$ cat src/rtl/acc_pkg.sv
// Shared definitions for the accumulator output mux and its readout stage.
// Select codes, readout FSM states and the default frame header.
package acc_pkg;

    localparam int unsigned SEL_WIDTH = 3;

    localparam logic [SEL_WIDTH-1:0] SEL_LSB   = 3'd0;
    localparam logic [SEL_WIDTH-1:0] SEL_MSB   = 3'd1;
    localparam logic [SEL_WIDTH-1:0] SEL_CNT   = 3'd2;
    localparam logic [SEL_WIDTH-1:0] SEL_CARRY = 3'd3;

    localparam logic [7:0] HEADER_DEFAULT = 8'hA5;

    typedef enum logic [2:0] {
        StIdle,
        StSnap,
        StHdr,
        StPay,
        StCsum
    } acc_state_e;

    // Snapshot field index to mux select; codes 4-7 are never produced.
    function automatic logic [SEL_WIDTH-1:0] field_sel(input logic [1:0] idx);
        logic [SEL_WIDTH-1:0] sel;
        case (idx)
            2'd0:    sel = SEL_LSB;
            2'd1:    sel = SEL_MSB;
            2'd2:    sel = SEL_CNT;
            default: sel = SEL_CARRY;
        endcase
        return sel;
    endfunction

endpackage

$ cat src/rtl/acc_snapshot.sv
// Steps the accumulator output select through its four fields, waits for the mux
// to settle on each, and captures the fields into a 4-byte buffer.
module acc_snapshot
    import acc_pkg::*;
#(
    parameter int unsigned SETTLE_CYCLES = 1
) (
    input  logic                 clock,
    input  logic                 reset,
    input  logic                 go,
    input  logic [7:0]           acc_data,
    output logic [SEL_WIDTH-1:0] output_sel,
    output logic                 done,
    output logic [31:0]          snap_bytes
);

    localparam logic [2:0] SettleInit = 3'(SETTLE_CYCLES);

    logic            active_q, active_d;
    logic [1:0]      idx_q, idx_d;
    logic [2:0]      settle_q, settle_d;
    logic [3:0][7:0] buf_q, buf_d;
    logic [7:0]      field;

    assign output_sel = field_sel(idx_q);
    assign snap_bytes = buf_q;

    always_comb begin
        // Only bit 0 of the carry field is meaningful on the mux.
        field    = (output_sel == SEL_CARRY) ? {7'b0, acc_data[0]} : acc_data;
        active_d = active_q;
        idx_d    = idx_q;
        settle_d = settle_q;
        buf_d    = buf_q;
        done     = 1'b0;
        if (go) begin
            active_d = 1'b1;
            idx_d    = 2'd0;
            settle_d = SettleInit;
        end else if (active_q) begin
            if (settle_q != 3'd0) begin
                settle_d = settle_q - 3'd1;
            end else begin
                buf_d[idx_q] = field;
                settle_d     = SettleInit;
                if (idx_q == 2'd3) begin
                    active_d = 1'b0;
                    idx_d    = 2'd0;
                    done     = 1'b1;
                end else begin
                    idx_d = idx_q + 2'd1;
                end
            end
        end
    end

    always_ff @(posedge clock or negedge reset) begin
        if (!reset) begin
            active_q <= 1'b0;
            idx_q    <= 2'd0;
            settle_q <= 3'd0;
            buf_q    <= '0;
        end else begin
            active_q <= active_d;
            idx_q    <= idx_d;
            settle_q <= settle_d;
            buf_q    <= buf_d;
        end
    end

endmodule

$ cat src/rtl/acc_readout.sv
// Accumulator readout: snapshots the result fields under acc_hold and ships them
// as a framed byte stream. Define ACC_READOUT_CHKSUM_EN to append an XOR byte.
module acc_readout
    import acc_pkg::*;
#(
    parameter logic [7:0]  HEADER        = HEADER_DEFAULT,
    parameter int unsigned SETTLE_CYCLES = 1
) (
    input  logic                 clock,
    input  logic                 reset,
    input  logic                 start,
    input  logic [7:0]           acc_data,
    output logic [SEL_WIDTH-1:0] output_sel,
    output logic                 acc_hold,
    output logic                 busy,
    output logic [7:0]           out_data,
    output logic                 out_valid,
    input  logic                 out_ready
);

    acc_state_e  state_q, state_d;
    logic [1:0]  byte_idx_q, byte_idx_d;
    logic        snap_go;
    logic        snap_done;
    logic [31:0] snap_bytes;
    logic [7:0]  pay_byte;

    acc_snapshot #(
        .SETTLE_CYCLES(SETTLE_CYCLES)
    ) u_snapshot (
        .clock      (clock),
        .reset      (reset),
        .go         (snap_go),
        .acc_data   (acc_data),
        .output_sel (output_sel),
        .done       (snap_done),
        .snap_bytes (snap_bytes)
    );

    assign pay_byte = snap_bytes[{byte_idx_q, 3'b000} +: 8];

`ifdef ACC_READOUT_CHKSUM_EN
    logic [7:0] csum;
    assign csum = snap_bytes[7:0] ^ snap_bytes[15:8] ^ snap_bytes[23:16] ^ snap_bytes[31:24];
`endif

    // Outputs decode from registered state only, so reset clears them at once.
    always_comb begin
        state_d    = state_q;
        byte_idx_d = byte_idx_q;
        snap_go    = 1'b0;
        busy       = 1'b1;
        acc_hold   = 1'b0;
        out_valid  = 1'b0;
        out_data   = 8'h00;
        case (state_q)
            StIdle: begin
                busy = 1'b0;
                if (start) begin
                    snap_go = 1'b1;
                    state_d = StSnap;
                end
            end
            StSnap: begin
                acc_hold = 1'b1;
                if (snap_done) begin
                    state_d = StHdr;
                end
            end
            StHdr: begin
                out_valid = 1'b1;
                out_data  = HEADER;
                if (out_ready) begin
                    state_d    = StPay;
                    byte_idx_d = 2'd0;
                end
            end
            StPay: begin
                out_valid = 1'b1;
                out_data  = pay_byte;
                if (out_ready) begin
                    if (byte_idx_q == 2'd3) begin
                        byte_idx_d = 2'd0;
`ifdef ACC_READOUT_CHKSUM_EN
                        state_d = StCsum;
`else
                        state_d = StIdle;
`endif
                    end else begin
                        byte_idx_d = byte_idx_q + 2'd1;
                    end
                end
            end
`ifdef ACC_READOUT_CHKSUM_EN
            StCsum: begin
                out_valid = 1'b1;
                out_data  = csum;
                if (out_ready) begin
                    state_d = StIdle;
                end
            end
`endif
            default: begin
                busy    = 1'b0;
                state_d = StIdle;
            end
        endcase
    end

    always_ff @(posedge clock or negedge reset) begin
        if (!reset) begin
            state_q    <= StIdle;
            byte_idx_q <= 2'd0;
        end else begin
            state_q    <= state_d;
            byte_idx_q <= byte_idx_d;
        end
    end

endmodule

$ cat config.mk
export PLATFORM = sky130hd
export DESIGN_NAME = acc_readout
export DESIGN_NICKNAME = d
export VERILOG_FILES = /design/src/rtl/acc_pkg.sv /design/src/rtl/acc_snapshot.sv /design/src/rtl/acc_readout.sv
export SDC_FILE = /design/constraint.sdc
export NUM_CORES = 1
export LEC_CHECK = 0
export CAP_MARGIN = 20
export CELL_PAD_IN_SITES_DETAIL_PLACEMENT = 1
export CELL_PAD_IN_SITES_GLOBAL_PLACEMENT = 1
export CORE_MARGIN = 3
export CORE_UTILIZATION = 46
export DETAILED_ROUTE_END_ITERATION = 8
export PLACE_DENSITY = 0.88
export SKIP_CTS_REPAIR_TIMING = 1
export SLEW_MARGIN = 5
export SYNTH_ARGS = -nofsm -noshare
export SYNTH_HDL_FRONTEND = slang
export SYNTH_SLANG_ARGS = --single-unit
$ cat constraint.sdc
create_clock -name clock -period 5.3 [get_ports clock]
set_input_delay 1.325 -clock clock [delete_from_list [all_inputs] [get_ports clock]]
set_output_delay 1.325 -clock clock [all_outputs]
set_load 0.02 [all_outputs]
==> results_dict.tcl, run 1 <==
set metrics [dict create \
    yosys.area.top_type_share_pct 50.8 \
    min_period_ns 3.69 \
    cp_top_family "flip-flops" \
    powerDensity_nw_per_um2 628 \
    insertion_delay_ns 0.30 \
    grt_overflow 0 \
    startpoint_type "flip-flop" \
    ys_top_cells_by_area "dfrtp_1 51%, mux4_2 8.7%, o21ai_0 7.0%, nand2_1 6.5%, ha_1 6.0%" \
    final.period_utilization_pct 69.6 \
    place.gp.congestion 0.734 \
    synth_edf_count 0 \
    cts_tree "built" \
    grtUsageMet3_pct 6.61 \
    drv_cap 0 \
    rsz0062_at_grt "false" \
    async_flop_share_pct 100 \
    grt_max_degree 43 \
    die_h_um 73.1 \
    synth_fa_ha_area_share_pct 6.05 \
    hold_violations 0 \
    fin_cells 266 \
    dp.cells 258 \
    setup_viol 0 \
    p_leak_nw 1.12 \
    clockBufferDepth 2 \
    drive_gt1_share_pct 12.0 \
    synth_xor_area_share_pct 0 \
    placed_cell_area_um2 2330 \
    use_met1_pct 26.2 \
    crit_arrival_ns 2.37 \
    syn-num-nets 214 \
    io_pins 26 \
    drc_errors 0 \
    relSlewSlack_pct 36.8 \
    via_per_inst 5.71 \
    synth.top_cells.by_count "42 x dfrtp_1, 36 x nand2_1, 29 x o21ai_0" \
    die-area_um2 5340 \
    ir_drop_mv 0.248 \
    yosys.area_share.simple_pct 15.6 \
    required_ns 3.97 \
    syn_inst 192 \
    syn2layout_area_growth_pct 17.0 \
    drt_iter0_markers 78 \
    core-area_um2 4170 \
    cpMaxStageDelayCell "dfrtp_1" \
    portBuffers 24 \
    clockRootBuffer "clkbuf_8" \
    ys_types 29 \
    cp_max_fo 11 \
    firstDrtPassIters 4 \
    fin_setup_tns_ns 0 \
    place_ws_ns 1.74 \
    busiest_layer "met2" \
    antenna_left 0 \
    fin_ws_ns 1.61 \
    cts_made_buffers 5 \
    wl_um 5080 \
    holdWs_ns 0.483 \
    cts_sinks 42 \
    cpPeakStageDelay_ns 0.75 \
    r2r_start "state_q[0]$_DFFE_PN0P_" \
    grt_use_total_pct 21.8 \
    dp_hpwl_um 3530 \
    hold_path_class "flip-flop to flip-flop" \
    criticalPathCategory "flip-flop to primary output" \
    finalMaxSlewViolations 0 \
    cts.clk_slew.worst_paths_ns 0.08 \
    clock.fmax_mhz 271 \
    netlist_area_um2 2070 \
    synth_seq_cells 42 \
    postLayoutCoreUtil_pct 58.0 \
    grt_pass1_vias 1713 \
    worst_slew_pin_slew_ns 0.948 \
    rows 23 \
    critPathLaunch "byte_idx_q[0]$_DFFE_PN0P_" \
    path_cells "mux4_2, a21o_1, clkdlybuf4s50_1" \
    yosysWarnings 0 \
    cts_htree_levels 2 \
    synth_ff_type "dfrtp_1" \
    grt_util_met2_pct 37.3 \
    finalPower_mw 1.52 \
    fin_area_um2 2420 \
    synth_compound_area_share_pct 12.8 \
    synth.most_common_cell "dfrtp_1" \
    hp-start "u_snapshot.snap_bytes[5]$_DFFE_PN0P_" \
    synth.avg_cell_area_um2 10.8 \
    critPathBufInv 1 \
    antennaDiodeCount 0 \
    antenna_found_initial 0 \
    worstSetupEndpointType "primary output" \
    wire_per_inst_um 19.1 \
    nNetsFinal 237 \
    vias 1518 \
    die_w_um 73.1 \
    synth_mux_area_share_pct 11.6 \
    synth_top_family_by_area "simple AND/OR/NAND/NOR gates" \
    clock_skew_ns 0.00676 \
    grt_pass1_wl_um 8600 \
    initial_core_util_pct 49.6 \
    status "complete, no violations" \
    yosysSeqAreaShare_pct 50.8 \
    synth_largest_area_cell "dfrtp_1" \
]
cells in the final DEF, fill, tap and decap left out, types with 6 or more instances in the layout:
cell              n
clkdlybuf4s50_1  23
clkbuf_8          6
dfrtp_1          42
a21oi_1           7
inv_1             6
ha_1             10
o21ai_0          29
mux4_2            8
nand2_1          36
nand2b_1          9
final cells by class:
type | instances | area [um2]
multi-input combinational | 136 | 957
sequential | 42 | 1050
tap | 50 | 62.6
clock buffer | 7 | 86.3
inverter | 6 | 22.5
fill | 446 | 1750
timing repair buffer | 24 | 235
clock inverter | 1 | 5.00
registers in the layout (all words and copies together) (netlist names):
name	count
byte_idx_q	2
u_snapshot.settle_q	3
state_q	2
u_snapshot.idx_q	2
u_snapshot.active_q	1
u_snapshot.snap_bytes	32
logic make-up (layout without fill, tap and decap cells):
| family | after synthesis | in the layout |
|---|---|---|
| AO/OA/AOI/OAI | 46 | 46 |
| multiplexers | 13 | 13 |
| other | 1 | 1 |
| flip-flops | 42 | 42 |
| adder cells (fa/ha/maj) | 10 | 10 |
| buffers and inverters | 14 | 38 |
| AND/OR/NAND/NOR | 66 | 66 |
path summary, 6_finish.rpt:
check / cells past startpoint / slack [ns] / end
min in group asynchronous: 1 / 1.16 / u_snapshot.snap_bytes[13]$_DFFE_PN0P_
hold / removal: 2 / 0.48 / u_snapshot.snap_bytes[5]$_DFFE_PN0P_
max in group asynchronous: 1 / 3.55 / u_snapshot.snap_bytes[11]$_DFFE_PN0P_
setup / recovery: 3 / 1.61 / out_data[2]
hold reg to reg: 2 / 0.48 / u_snapshot.snap_bytes[5]$_DFFE_PN0P_
setup reg to reg: 6 / 2.79 / state_q[0]$_DFFE_PN0P_
tightest hold or removal path, cell delays in order, from the launching register on:
cell	delay (ns)
dfrtp_1	0.35
nand2_1	0.05
o21ai_0	0.06
report_power, final:
part	total, mW	leakage (nW)	internal, mW	switching (mW)
Clock	0.216	0.0482	0.105	0.111
Combinational	0.729	0.540	0.352	0.378
Sequential	0.574	0.528	0.459	0.115
Total	1.52	1.12	0.916	0.604
per-layer routing:
layer	share of wire, %	routed length [um]
met5	0	0
met4	1.2	63
met3	4.2	215
met2	53	2680
met1	42	2120
No activity file was read; power rests on OpenSTA's default activity.
==> run 2, diff against run 1 <==
--- a/config.mk
+++ b/config.mk
@@ -9,9 +9,9 @@
 export CELL_PAD_IN_SITES_DETAIL_PLACEMENT = 1
 export CELL_PAD_IN_SITES_GLOBAL_PLACEMENT = 1
 export CORE_MARGIN = 3
-export CORE_UTILIZATION = 46
+export CORE_UTILIZATION = 43
 export DETAILED_ROUTE_END_ITERATION = 8
-export PLACE_DENSITY = 0.88
+export PLACE_DENSITY = 0.83
 export SKIP_CTS_REPAIR_TIMING = 1
 export SLEW_MARGIN = 5
 export SYNTH_ARGS = -nofsm -noshare
==> constraint.sdc (replaced) <==
create_clock -name clock -period 3.8 [get_ports clock]
set_input_delay 0.95 -clock clock [delete_from_list [all_inputs] [get_ports clock]]
set_output_delay 0.95 -clock clock [all_outputs]
set_load 0.02 [all_outputs]
==> run 2 against run 1 <==
Compared with the run above:
- cell area up 0.10%
- sequential share of layout area is essentially flat
- global-route usage fell by 3.5 points
- critical endpoint unchanged
- setup slack worse by 1.1 ns
- first-iteration DRC count shrank 50%
- clock skew shrank 0.0038 ns
==> results_dict.tcl, run 2 (synthesis results as in run 1) <==
set metrics [dict create \
    cts_htree_levels 2 \
    min_period_ns 3.31 \
    hold_violations 0 \
    clockBufferDepth 2 \
    startpoint_type "flip-flop" \
    nNetsFinal 239 \
    initial_core_util_pct 45.9 \
    clock.fmax_mhz 302 \
    clock_skew_ns 0.00297 \
    wire_per_inst_um 16.9 \
    required_ns 2.85 \
    dp.cells 262 \
    powerDensity_nw_per_um2 847 \
    grt_pass1_vias 1581 \
    fillers 488 \
    wl_um 4550 \
    crit_arrival_ns 2.36 \
    dp_hpwl_um 3220 \
    die-area_um2 5680 \
    cts.clk_slew.worst_paths_ns 0.07 \
    hold_path_class "flip-flop to flip-flop" \
    grt_overflow 0 \
    grt_max_degree 43 \
    rsz0062_at_grt "false" \
    drv_cap 0 \
    io_pins 26 \
    largest_reg_flops 32 \
    final.period_utilization_pct 87.2 \
    worst_slew_pin_slew_ns 0.909 \
    insertion_delay_ns 0.28 \
    grt_pass1_wl_um 7600 \
    drive_gt1_share_pct 12.0 \
    die_w_um 75.4 \
    cts_tree "built" \
    fin_ws_ns 0.487 \
    antenna_left 0 \
    syn2layout_area_growth_pct 17.1 \
    drt_iter0_markers 39 \
    portBuffers 24 \
    vias 1481 \
    via_per_inst 5.51 \
    ir_drop_mv 0.430 \
    rows 24 \
    fin_setup_tns_ns 0 \
    antennaDiodeCount 0 \
    antenna_found_initial 0 \
    die_h_um 75.4 \
    firstDrtPassIters 4 \
    setup_viol 0 \
    clockRootBuffer "clkbuf_8" \
    worstSetupEndpointType "primary output" \
    relSlewSlack_pct 39.4 \
    grt_use_total_pct 18.3 \
    place_ws_ns 0.772 \
    cp_max_fo 11 \
    cts_made_buffers 5 \
    core-area_um2 4500 \
    place.gp.congestion 0.717 \
    final_common_cell "dfrtp_1" \
    finalMaxSlewViolations 0 \
    drc_errors 0 \
    p_leak_nw 1.11 \
    criticalPathCategory "flip-flop to primary output" \
    status "complete, no violations" \
    cts_sinks 42 \
    layout_common_cells "42 x dfrtp_1, 36 x nand2_1, 29 x o21ai_0" \
    fin_cells 269 \
]
run 2: changes by cell type in the layout (fill, tap and decap cells not counted):
cell      previous run  this run
buf_4                0         2
clkbuf_8             6         5
clkbuf_1             1         2
clkinv_2             1         0
run 2: path summary, 6_finish.rpt:
check / start / to / slack, ns / cells past startpoint
min in group asynchronous: reset / u_snapshot.snap_bytes[1]$_DFFE_PN0P_ / 0.79 / 1
setup reg to reg: state_q[0]$_DFFE_PN0P_ / u_snapshot.snap_bytes[0]$_DFFE_PN0P_ / 1.53 / 5
setup / recovery: byte_idx_q[0]$_DFFE_PN0P_ / out_data[2] / 0.49 / 3
max in group asynchronous: reset / u_snapshot.snap_bytes[0]$_DFFE_PN0P_ / 2.44 / 1
hold / removal: u_snapshot.snap_bytes[1]$_DFFE_PN0P_ / u_snapshot.snap_bytes[1]$_DFFE_PN0P_ / 0.48 / 2
hold reg to reg: u_snapshot.snap_bytes[1]$_DFFE_PN0P_ / u_snapshot.snap_bytes[1]$_DFFE_PN0P_ / 0.48 / 2
run 2: worst max-delay path, stage by stage (launching register included):
cell,delay [ns]
dfrtp_1,0.74
mux4_2,0.58
a21o_1,0.22
clkdlybuf4s50_1,0.54
run 2: where the power goes:
part	switching (mW)	leakage, nW	internal (mW)
logic	0.500	0.549	0.495
registers	0.154	0.528	0.641
clock network	0.135	0.0383	0.126
run 2: routing by layer:
metal | GRT usage [%] | wire length (um) | vias to the layer above
li1 | - | - | 713
met1 | 23.3 | 2090 | 735
met2 | 30.7 | 2260 | 23
met3 | 3.43 | 122 | 10
met4 | 7.57 | 85 | 0
met5 | 0 | 0 | -
run 2: layout make-up:
| cell class | instances | area, um2 | area share (%) |
|---|---|---|---|
| Timing Repair Buffer | 26 | 250 | 10.3 |
| Inverter | 6 | 22.5 | 0.930 |
| Multi-Input combinational cell | 136 | 957 | 39.5 |
| Tap cell | 52 | 65.1 | 2.69 |
| Sequential cell | 42 | 1050 | 43.4 |
| Clock buffer | 7 | 76.3 | 3.15 |
run 2: through the flow:
stage / area, um2 / utilization [%] / total power, mW / hold WS (ns)
2_1_floorplan: 2070 / - / 1.45 / 0.445
3_3_place_gp: 2350 / 52.1 / 1.76 / 0.456
3_5_place_dp: 2350 / 52.1 / 1.81 / 0.469
4_1_cts: 2420 / 53.8 / 2.08 / 0.485
5_1_grt: 2420 / 53.8 / 2.22 / 0.514
6_report: 2420 / 53.8 / 2.05 / 0.477
==> run 3, diff against run 2 <==
==> constraint.sdc (replaced) <==
create_clock -name clock -period 3.5 [get_ports clock]
set_input_delay 0.875 -clock clock [delete_from_list [all_inputs] [get_ports clock]]
set_output_delay 0.875 -clock clock [all_outputs]
set_load 0.02 [all_outputs]
==> run 3 against run 2 <==
Compared with the run above:
- global-route usage grew 0.39 points
- cell count grew 0.74%
- via count shrank 0.81%
- non-clock buffer count grew 2
- clock skew grew 0.00075 ns
- clock power grew 12%
- largest cell class unchanged
- first-iteration DRC count grew to 2.6 times the previous value
- critical path type unchanged
- utilization grew 0.39 points
- hold slack gained 0.0053 ns
- setup slack lost 0.21 ns
- cell area grew 0.72%
==> results_dict.tcl, run 3 (synthesis results as in run 1) <==
set metrics [dict create \
    status "complete, no violations" \
    antenna_found_initial 0 \
    hold_violations 0 \
    p_leak_nw 1.13 \
    required_ns 2.62 \
    r2r_start "byte_idx_q[0]$_DFFE_PN0P_" \
    initial_core_util_pct 45.9 \
    rsz0062_at_grt "false" \
    ir_drop_mv 0.493 \
    min_period_ns 3.22 \
    cts_sinks 42 \
    cp_top_family "flip-flops" \
    clock.fmax_mhz 310 \
    drt_iter0_markers 103 \
    cts_made_buffers 5 \
    insertion_delay_ns 0.29 \
    core-area_um2 4500 \
    drive_gt1_share_pct 13.7 \
    drc_errors 0 \
    grt_pass1_vias 1575 \
    grt_max_degree 43 \
    placed_cell_area_um2 2360 \
    via_per_inst 5.42 \
    clock_skew_ns 0.00371 \
    clockRootBuffer "clkbuf_8" \
    postLayoutCoreUtil_pct 54.2 \
    portBuffers 24 \
    startpoint_type "flip-flop" \
    cpMaxStageDelayCell "dfrtp_1" \
    io_pins 26 \
    relSlewSlack_pct 38.2 \
    die_h_um 75.4 \
    crit_arrival_ns 2.35 \
    vias 1469 \
    nNetsFinal 241 \
    grt_pass1_wl_um 7830 \
    powerDensity_nw_per_um2 922 \
    firstDrtPassIters 4 \
    grt_use_total_pct 18.7 \
    fin_area_um2 2440 \
    wire_per_inst_um 16.9 \
    cpPeakStageDelay_ns 0.74 \
    fin_cells 271 \
    path_cells "mux4_2, a21o_1, clkdlybuf4s50_1" \
    wl_um 4580 \
    finalMaxSlewViolations 0 \
    layout_common_cells "42 x dfrtp_1, 36 x nand2_1, 29 x o21ai_0" \
    drv_cap 0 \
    min_path_cells 2 \
    worstReg2RegEnd "state_q[1]$_DFFE_PN0P_" \
    hp-start "u_snapshot.snap_bytes[12]$_DFFE_PN0P_" \
    cts.clk_slew.worst_paths_ns 0.08 \
    min_to "u_snapshot.snap_bytes[12]$_DFFE_PN0P_" \
    final.period_utilization_pct 92.1 \
    antennaDiodeCount 0 \
    hold_path_class "flip-flop to flip-flop" \
    antenna_left 0 \
    cts_htree_levels 2 \
    largest_reg_flops 32 \
    setup_viol 0 \
    syn2layout_area_growth_pct 18.0 \
    critPathBufInv 1 \
    worst-r2r-cell-count 5 \
    clockBufferDepth 2 \
    rrSetupSlack_ns 1.51 \
    worstSetupEndpointType "primary output" \
    grt_overflow 0 \
    cp_max_fo 11 \
    fillers 505 \
    rows 24 \
    final_common_cell "dfrtp_1" \
    place.gp.congestion 0.715 \
    cts_tree "built" \
    criticalPathCategory "flip-flop to primary output" \
    die_w_um 75.4 \
    dp_hpwl_um 3270 \
    dp.cells 264 \
    die-area_um2 5680 \
    worst_slew_pin_slew_ns 0.927 \
    fin_setup_tns_ns 0 \
]
run 3: area by class of cell:
cell class	count	area, um2	share of cell area [%]
sequential	42	1050	43.1
multi-input combinational	136	957	39.2
timing repair buffer	28	265	10.9
clock buffer	5	68.8	2.82
tap	52	65.1	2.67
inverter	6	22.5	0.923
clock inverter	2	10.0	0.410
run 3: metal layers:
layer / GRT usage, % / up-vias / share of wire [%]
li1: - / 723 / -
met1: 25.0 / 725 / 45
met3: 3.96 / 5 / 2.5
met4: 5.24 / 0 / 1.3
met2: 31.0 / 16 / 51
met5: 0 / - / 0
run 3: worst max-delay path by stage:
stage                                   start           to  slack [ns]  cells past startpoint
detailed placement  byte_idx_q[0]$_DFFE_PN0P_  out_data[2]        0.58                      3
global placement    byte_idx_q[0]$_DFFE_PN0P_  out_data[2]        0.58                      3
finish              byte_idx_q[0]$_DFFE_PN0P_  out_data[2]        0.28                      3
global route        byte_idx_q[0]$_DFFE_PN0P_  out_data[2]        0.15                      3
CTS                 byte_idx_q[0]$_DFFE_PN0P_  out_data[2]        0.24                      3
floorplan           byte_idx_q[0]$_DFFE_PN0P_  out_data[2]        1.27                      3
run 3: report_power, final:
group / total (mW) / switching [mW] / internal, mW
Combinational: 1.09 / 0.542 / 0.551
Sequential: 0.864 / 0.170 / 0.695
Clock: 0.293 / 0.159 / 0.134
Total: 2.25 / 0.871 / 1.38
run 3: stage by stage:
step / hold WS, ns / setup slack [ns] / power [mW]
finish: 0.482 / 0.277 / 2.25
global placement: 0.457 / 0.585 / 1.92
detailed placement: 0.467 / 0.580 / 1.98
floorplan: 0.445 / 1.27 / 1.58
global route: 0.518 / 0.154 / 2.44
CTS: 0.485 / 0.243 / 2.28
run 3: tightest hold or removal path, delay by kind of cell, from the launching register on:
kind	cells	cell delay, ns
AND/OR/NAND/NOR	1	0.05
AO/OA/AOI/OAI	1	0.06
flip-flops	1	0.34
==> RTL edit 1: new RTL, settings of run 2 <==
`SEL_WIDTH`: 3 -> 2.
--- a/src/rtl/acc_pkg.sv
+++ b/src/rtl/acc_pkg.sv
@@ -2,7 +2,7 @@
 // Select codes, readout FSM states and the default frame header.
 package acc_pkg;
 
-    localparam int unsigned SEL_WIDTH = 3;
+    localparam int unsigned SEL_WIDTH = 2;
 
     localparam logic [SEL_WIDTH-1:0] SEL_LSB   = 3'd0;
     localparam logic [SEL_WIDTH-1:0] SEL_MSB   = 3'd1;
Ports: changed (resized output_sel); port bits go from 26 to 25. No check against the original RTL was run, so the function may have changed too.
==> RTL edit 1 against run 2 <==
  * Clock power is 35% higher
  * Sequential cell count stayed put
  * Register-to-register slack hardly changed
  * Final area is 1.2% higher
  * Routed wire length is 10% higher
  * Via count is 2.2% higher
  * Maximum frequency is 1.0% higher
  * Synthesized area is 0.54% lower
  * Worst setup slack better by 0.034 ns
  * Power is 5.7% higher
  * Critical path type unchanged
  * Critical endpoint is now out_data[0]
==> RTL edit 1: results (changes against run 2) <==
run status=completed (unchanged); Slew @ Worst Pin=0.9208 ns (was 0.9087 ns); detailed placement HPWL=3553 um (was 3221 um); share of synthesized area spent on multiplexers=0.1168 (was 0.1162); clock insertion delay at the later pin of the skew report=0.30 ns (was 0.28 ns); Synth cell types=27 (was 29); layout cell share with drive strength beyond 1=0.1336 (was 0.1198); vias in the first global route=1698 (was 1581); ranking of synthesized cells by area=dfrtp_1 (51%), mux4_2 (8.8%), o21ai_0 (7.1%), nand2_1 (6.6%), ha_1 (6.1%) (was dfrtp_1 (51%), mux4_2 (8.7%), o21ai_0 (7.0%), nand2_1 (6.5%), ha_1 (6.0%)); routed vias/inst=5.628 (was 5.506); # nets final=238 (was 239); Fin Hold WS=0.4860 ns (was 0.4767 ns); CTS buffer count=5 (unchanged); Synth Net Count=212 (was 214); worst vdd ir=0.3149 mV (was 0.4295 mV); Commonest cells post-synth=dfrtp_1 (42), nand2_1 (36), o21ai_0 (29) (unchanged); Synth Flop Type=dfrtp_1 (unchanged); first-pass GRT wire length=8314 um (was 7596 um); Max Fclk=0.3050 GHz (was 0.3019 GHz); routed len/inst=18.62 um (was 16.92 um); crit-path max cell delay=0.73 ns; Warnings, synthesis=0 (unchanged); clk root buf=clkbuf_8 (unchanged); Seq/Total Area, Yosys=0.5109 (was 0.5082); Synth Area in Compound Gates=0.1290 (was 0.1283); FF-to-FF setup slack=1.53 ns (about the same); antenna cells=0 (unchanged); 1st-iter DRT viols=78 (was 39); total track usage=0.2012 (was 0.1828); CP Data Arrival Time=2.33 ns (was 2.36 ns); RD Place Congestion=0.8337 (was 0.7165); IO Port Bufs=24 (unchanged); Largest delay share family, worst path=flip-flops (unchanged); Worst-path clk slew=0.09 ns (was 0.07 ns); pre-CTS setup slack=0.8049 ns (was 0.7715 ns); Hold Path Class=reg2reg (unchanged); Setup Skew=0.009060 ns (was 0.002967 ns); post-synthesis xor/xnor area fraction=0 (unchanged); max reg flops=32 (unchanged); LEAKAGE=1.131 nW (was 1.115 nW); post-synthesis adder-cell area fraction=0.06083 (was 0.06050); Post-synth ARST share=1.000 (unchanged)
RTL edit 1: worst reg2reg max path, delay by kind of cell, from the launching register on:
kind / cells / cell delay (ns)
muxes: 1 / 0.51
adders and majority gates: 1 / 0.27
buffers and inverters: 1 / 0.08
and+or+nand+nor: 2 / 0.91
DFF: 1 / 0.41
RTL edit 1: area by class of cell:
cell class                 instances  area (um2)
clock buffer                       5       68.82
clock inverter                     3       40.04
fill                             486        2023
inverter                           6       22.52
multi-input combinational        135       953.4
sequential                        42        1051
tap                               52       65.06
timing repair buffer              26       250.2
RTL edit 1: final timing paths:
| kind | startpoint | to | cells after the start |
|---|---|---|---|
| worst min register to register | u_snapshot.snap_bytes[23]$_DFFE_PN0P_ | u_snapshot.snap_bytes[23]$_DFFE_PN0P_ | 2 |
| max in group asynchronous | reset | u_snapshot.idx_q[0]$_DFFE_PN0P_ | 1 |
| worst max register to register | state_q[1]$_DFFE_PN0P_ | u_snapshot.snap_bytes[8]$_DFFE_PN0P_ | 5 |
| worst max-delay path | byte_idx_q[0]$_DFFE_PN0P_ | out_data[0] | 3 |
| worst min-delay path | u_snapshot.snap_bytes[23]$_DFFE_PN0P_ | u_snapshot.snap_bytes[23]$_DFFE_PN0P_ | 2 |
| min in group asynchronous | reset | u_snapshot.snap_bytes[7]$_DFFE_PN0P_ | 1 |
RTL edit 1: kinds of logic (layout without fill, tap and decap cells):
group | count (synthesis) | after routing
mux | 13 | 13
flops | 42 | 42
fa+ha+maj | 10 | 10
buf+inv | 13 | 40
simple gates | 66 | 66
compound gates | 46 | 46
RTL edit 1: per-stage QoR:
step,area (um2),std cells,power [W]
2_1_floorplan,2057,190,0.001449
3_3_place_gp,2342,261,0.001735
3_5_place_dp,2342,261,0.001824
4_1_cts,2451,269,0.002182
5_1_grt,2451,269,0.002325
6_report,2451,269,0.002168
RTL edit 1: routing by layer:
layer,vias up,routed length [um],GRT usage
met5,-,0,0
met4,0,71,0.06019
met3,6,112,0.03605
met2,26,2718,0.3704
met1,769,2108,0.2379
li1,713,-,-
RTL edit 1: where the power goes:
group          switching (W)  total (W)  internal (W)
registers           0.000156   0.000796      0.000640
clock network       0.000161   0.000355      0.000194
logic               0.000520    0.00102      0.000498
total               0.000837    0.00217       0.00133
==> RTL edit 2: new RTL, config.mk and constraints of run 2 <==
Without the edit above. Encoding of `acc_state_e`: now one-hot (5 bits for 5 states).
--- a/src/rtl/acc_pkg.sv
+++ b/src/rtl/acc_pkg.sv
@@ -11,12 +11,12 @@
 
     localparam logic [7:0] HEADER_DEFAULT = 8'hA5;
 
-    typedef enum logic [2:0] {
-        StIdle,
-        StSnap,
-        StHdr,
-        StPay,
-        StCsum
+    typedef enum logic [4:0] {
+        StIdle = 5'b00001,
+        StSnap = 5'b00010,
+        StHdr  = 5'b00100,
+        StPay  = 5'b01000,
+        StCsum = 5'b10000
     } acc_state_e;
 
     // Snapshot field index to mux select; codes 4-7 are never produced.
Check against the original RTL: same outputs for any inputs over 10 cycles, from zero or initial values and one cycle with reset low; not proved beyond that.
==> RTL edit 2 against run 2 <==
  * First-iteration DRC count grew 120%
  * Power shrank 11%
  * Final area grew 8.8%
  * Critical endpoint unchanged
  * Highest routed layer unchanged
  * Die area grew 9.2%
  * Synthesized cell count grew 9.4%
  * Worst setup slack lost 0.040 ns
  * Routed wire length grew 14%
  * Largest cell class unchanged
  * Sequential cell count grew 2
  * Sequential share of layout area shrank 1.6 points
  * Synthesized area grew 10%
==> RTL edit 2: results (changes against run 2) <==
Detailed Routing Iterations Pass 1=4 (unchanged); post-route ant nets=0 (unchanged); crit-path max cell delay=0.74 ns (about the same); GR Layer Usage met3=0.04082 (was 0.03430); Synth Net Count=228 (was 214); first-pass GRT wire length=8818 um (was 7596 um); 1st-iter DRT viols=86 (was 39); htree depth=2 (unchanged); clock insertion delay at the later pin of the skew report=0.30 ns (was 0.28 ns); Hold Path Class=in2async (was reg2reg); slew margin rel.=0.4354 (was 0.3942); WL final=5193 um (was 4552 um); run status=completed (unchanged); met1 usage=0.2320 (was 0.2328); Net Sw Frac=0.3804 (was 0.3848); Worst-path clk slew=0.08 ns; worst vdd ir=0.3565 mV (was 0.4295 mV); Seq/Total Area, Yosys=0.4846 (was 0.5082); # nets final=250 (was 239); layout cell share with drive strength beyond 1=0.1373 (was 0.1198); detailed-route via count=1625 (was 1481); CP Data Arrival Time=2.40 ns (was 2.36 ns); slowest library cell on the worst path=dfrtp_1 (unchanged); clk root buf=clkbuf_8 (unchanged); Setup Skew=0.003572 ns (was 0.002967 ns); Clock Path Buffers=2 (unchanged); IO Port Bufs=24 (unchanged); GR Layer Usage met2=0.3141 (was 0.3068); total track usage=0.1857 (was 0.1828); crit-path max FO=11 (unchanged); LEAKAGE=1.148 nW (was 1.115 nW); CTS buffer count=5 (unchanged); ranking of synthesized cells by area=dfrtp_1 (47%), mux4_2 (7.9%), o21ai_0 (7.7%), nand2_1 (5.0%), o211ai_4 (3.7%) (was dfrtp_1 (51%), mux4_2 (8.7%), o21ai_0 (7.0%), nand2_1 (6.5%), ha_1 (6.0%)); Warnings, synthesis=0 (unchanged); vias in the first global route=1797 (was 1581); max reg flops=32 (unchanged); Post-synth ARST share=1.000 (unchanged); Largest delay share family, worst path=flip-flops (unchanged); detailed placement HPWL=3781 um (was 3221 um); Synth cell types=36 (was 29); Commonest cells post-synth=dfrtp_1 (43), o21ai_0 (35), nand2_1 (30) (was dfrtp_1 (42), nand2_1 (36), o21ai_0 (29)); antenna cells=0 (unchanged); initial antenna violation count=0 (unchanged); pre-CTS setup slack=0.7548 ns (was 0.7715 ns); largest net degree at the start of global routing=45 (was 43); RD Place Congestion=0.7925 (was 0.7165)
RTL edit 2: changes by cell type after synthesis, moves of 3 or more:
cell,delta
and2_1,-3
ha_1,-4
nor2_1,+11
nor3b_1,+3
o211ai_4,+4
buf_6,+4
a21o_1,-3
nand4_1,-4
o21ai_0,+6
nand2_1,-6
and3_1,+4
RTL edit 2: area by class of cell:
cell class,instances,area (um2)
multi-input cells,148,1066
repair buffers,27,270.3
flip-flops and latches,44,1102
fillers,546,2276
well taps,67,83.83
clock buffers,8,90.09
inverters,6,22.52
RTL edit 2: worst paths after layout:
kind	start	to	slack, ns	depth (start not counted)
max	byte_idx_q[0]$_DFFE_PN0P_	out_data[2]	0.45	4
min	reset	u_snapshot.snap_bytes[23]$_DFFE_PN0P_	0.48	1
max reg2reg	state_q[0]$_DFFE_PN1P_	u_snapshot.snap_bytes[24]$_DFFE_PN0P_	1.42	3
min reg2reg	u_snapshot.snap_bytes[22]$_DFFE_PN0P_	u_snapshot.snap_bytes[22]$_DFFE_PN0P_	0.48	2
max in group asynchronous	reset	state_q[0]$_DFFE_PN1P_	2.82	2
min in group clock	u_snapshot.snap_bytes[22]$_DFFE_PN0P_	u_snapshot.snap_bytes[22]$_DFFE_PN0P_	0.48	2
RTL edit 2: cell families (layout without fill, tap and decap cells):
logic type | after synthesis | in the layout | synth area share
muxes | 12 | 12 | 0.09901
xor gates and xnor gates | 2 | 2 | 0.007702
adders and majority gates | 6 | 6 | 0.03300
other | 1 | 1 | 0.001649
buffers and inverters | 18 | 41 | 0.04675
and+or+nand+nor | 71 | 71 | 0.1573
AOI/OAI and AO/OA | 56 | 56 | 0.1700
DFF | 44 | 44 | 0.4846
RTL edit 2: per-layer routing:
layer  wire [um]  part of all wire  vias to the layer above
met3         180             0.035                        6
met5           0                 0                        -
met4          72             0.014                        0
met2        2625              0.51                       27
li1            -                 -                      782
met1        2315              0.45                      810
RTL edit 2: power groups by stage:
stage               clock (W)  combinational [W]  sequential (W)
finish               0.000298           0.000711        0.000814
detailed placement          0           0.000719        0.000822
CTS                  0.000311           0.000722        0.000814
global route         0.000327           0.000804        0.000841
floorplan                   0           0.000576        0.000756
global placement            0           0.000675        0.000806
RTL edit 2: stage by stage:
| step | power (W) | area, um2 | instances | hold slack (ns) | util |
|---|---|---|---|---|---|
| floorplan | 0.001332 | 2275 | 210 | 0.4433 | - |
| global route | 0.001971 | 2635 | 300 | 0.4751 | 0.5366 |
| CTS | 0.001846 | 2615 | 299 | 0.4883 | 0.5325 |
| detailed placement | 0.001542 | 2525 | 291 | 0.4705 | 0.5141 |
| finish | 0.001824 | 2635 | 300 | 0.4759 | 0.5366 |
| global placement | 0.001481 | 2525 | 291 | 0.4571 | 0.5141 |
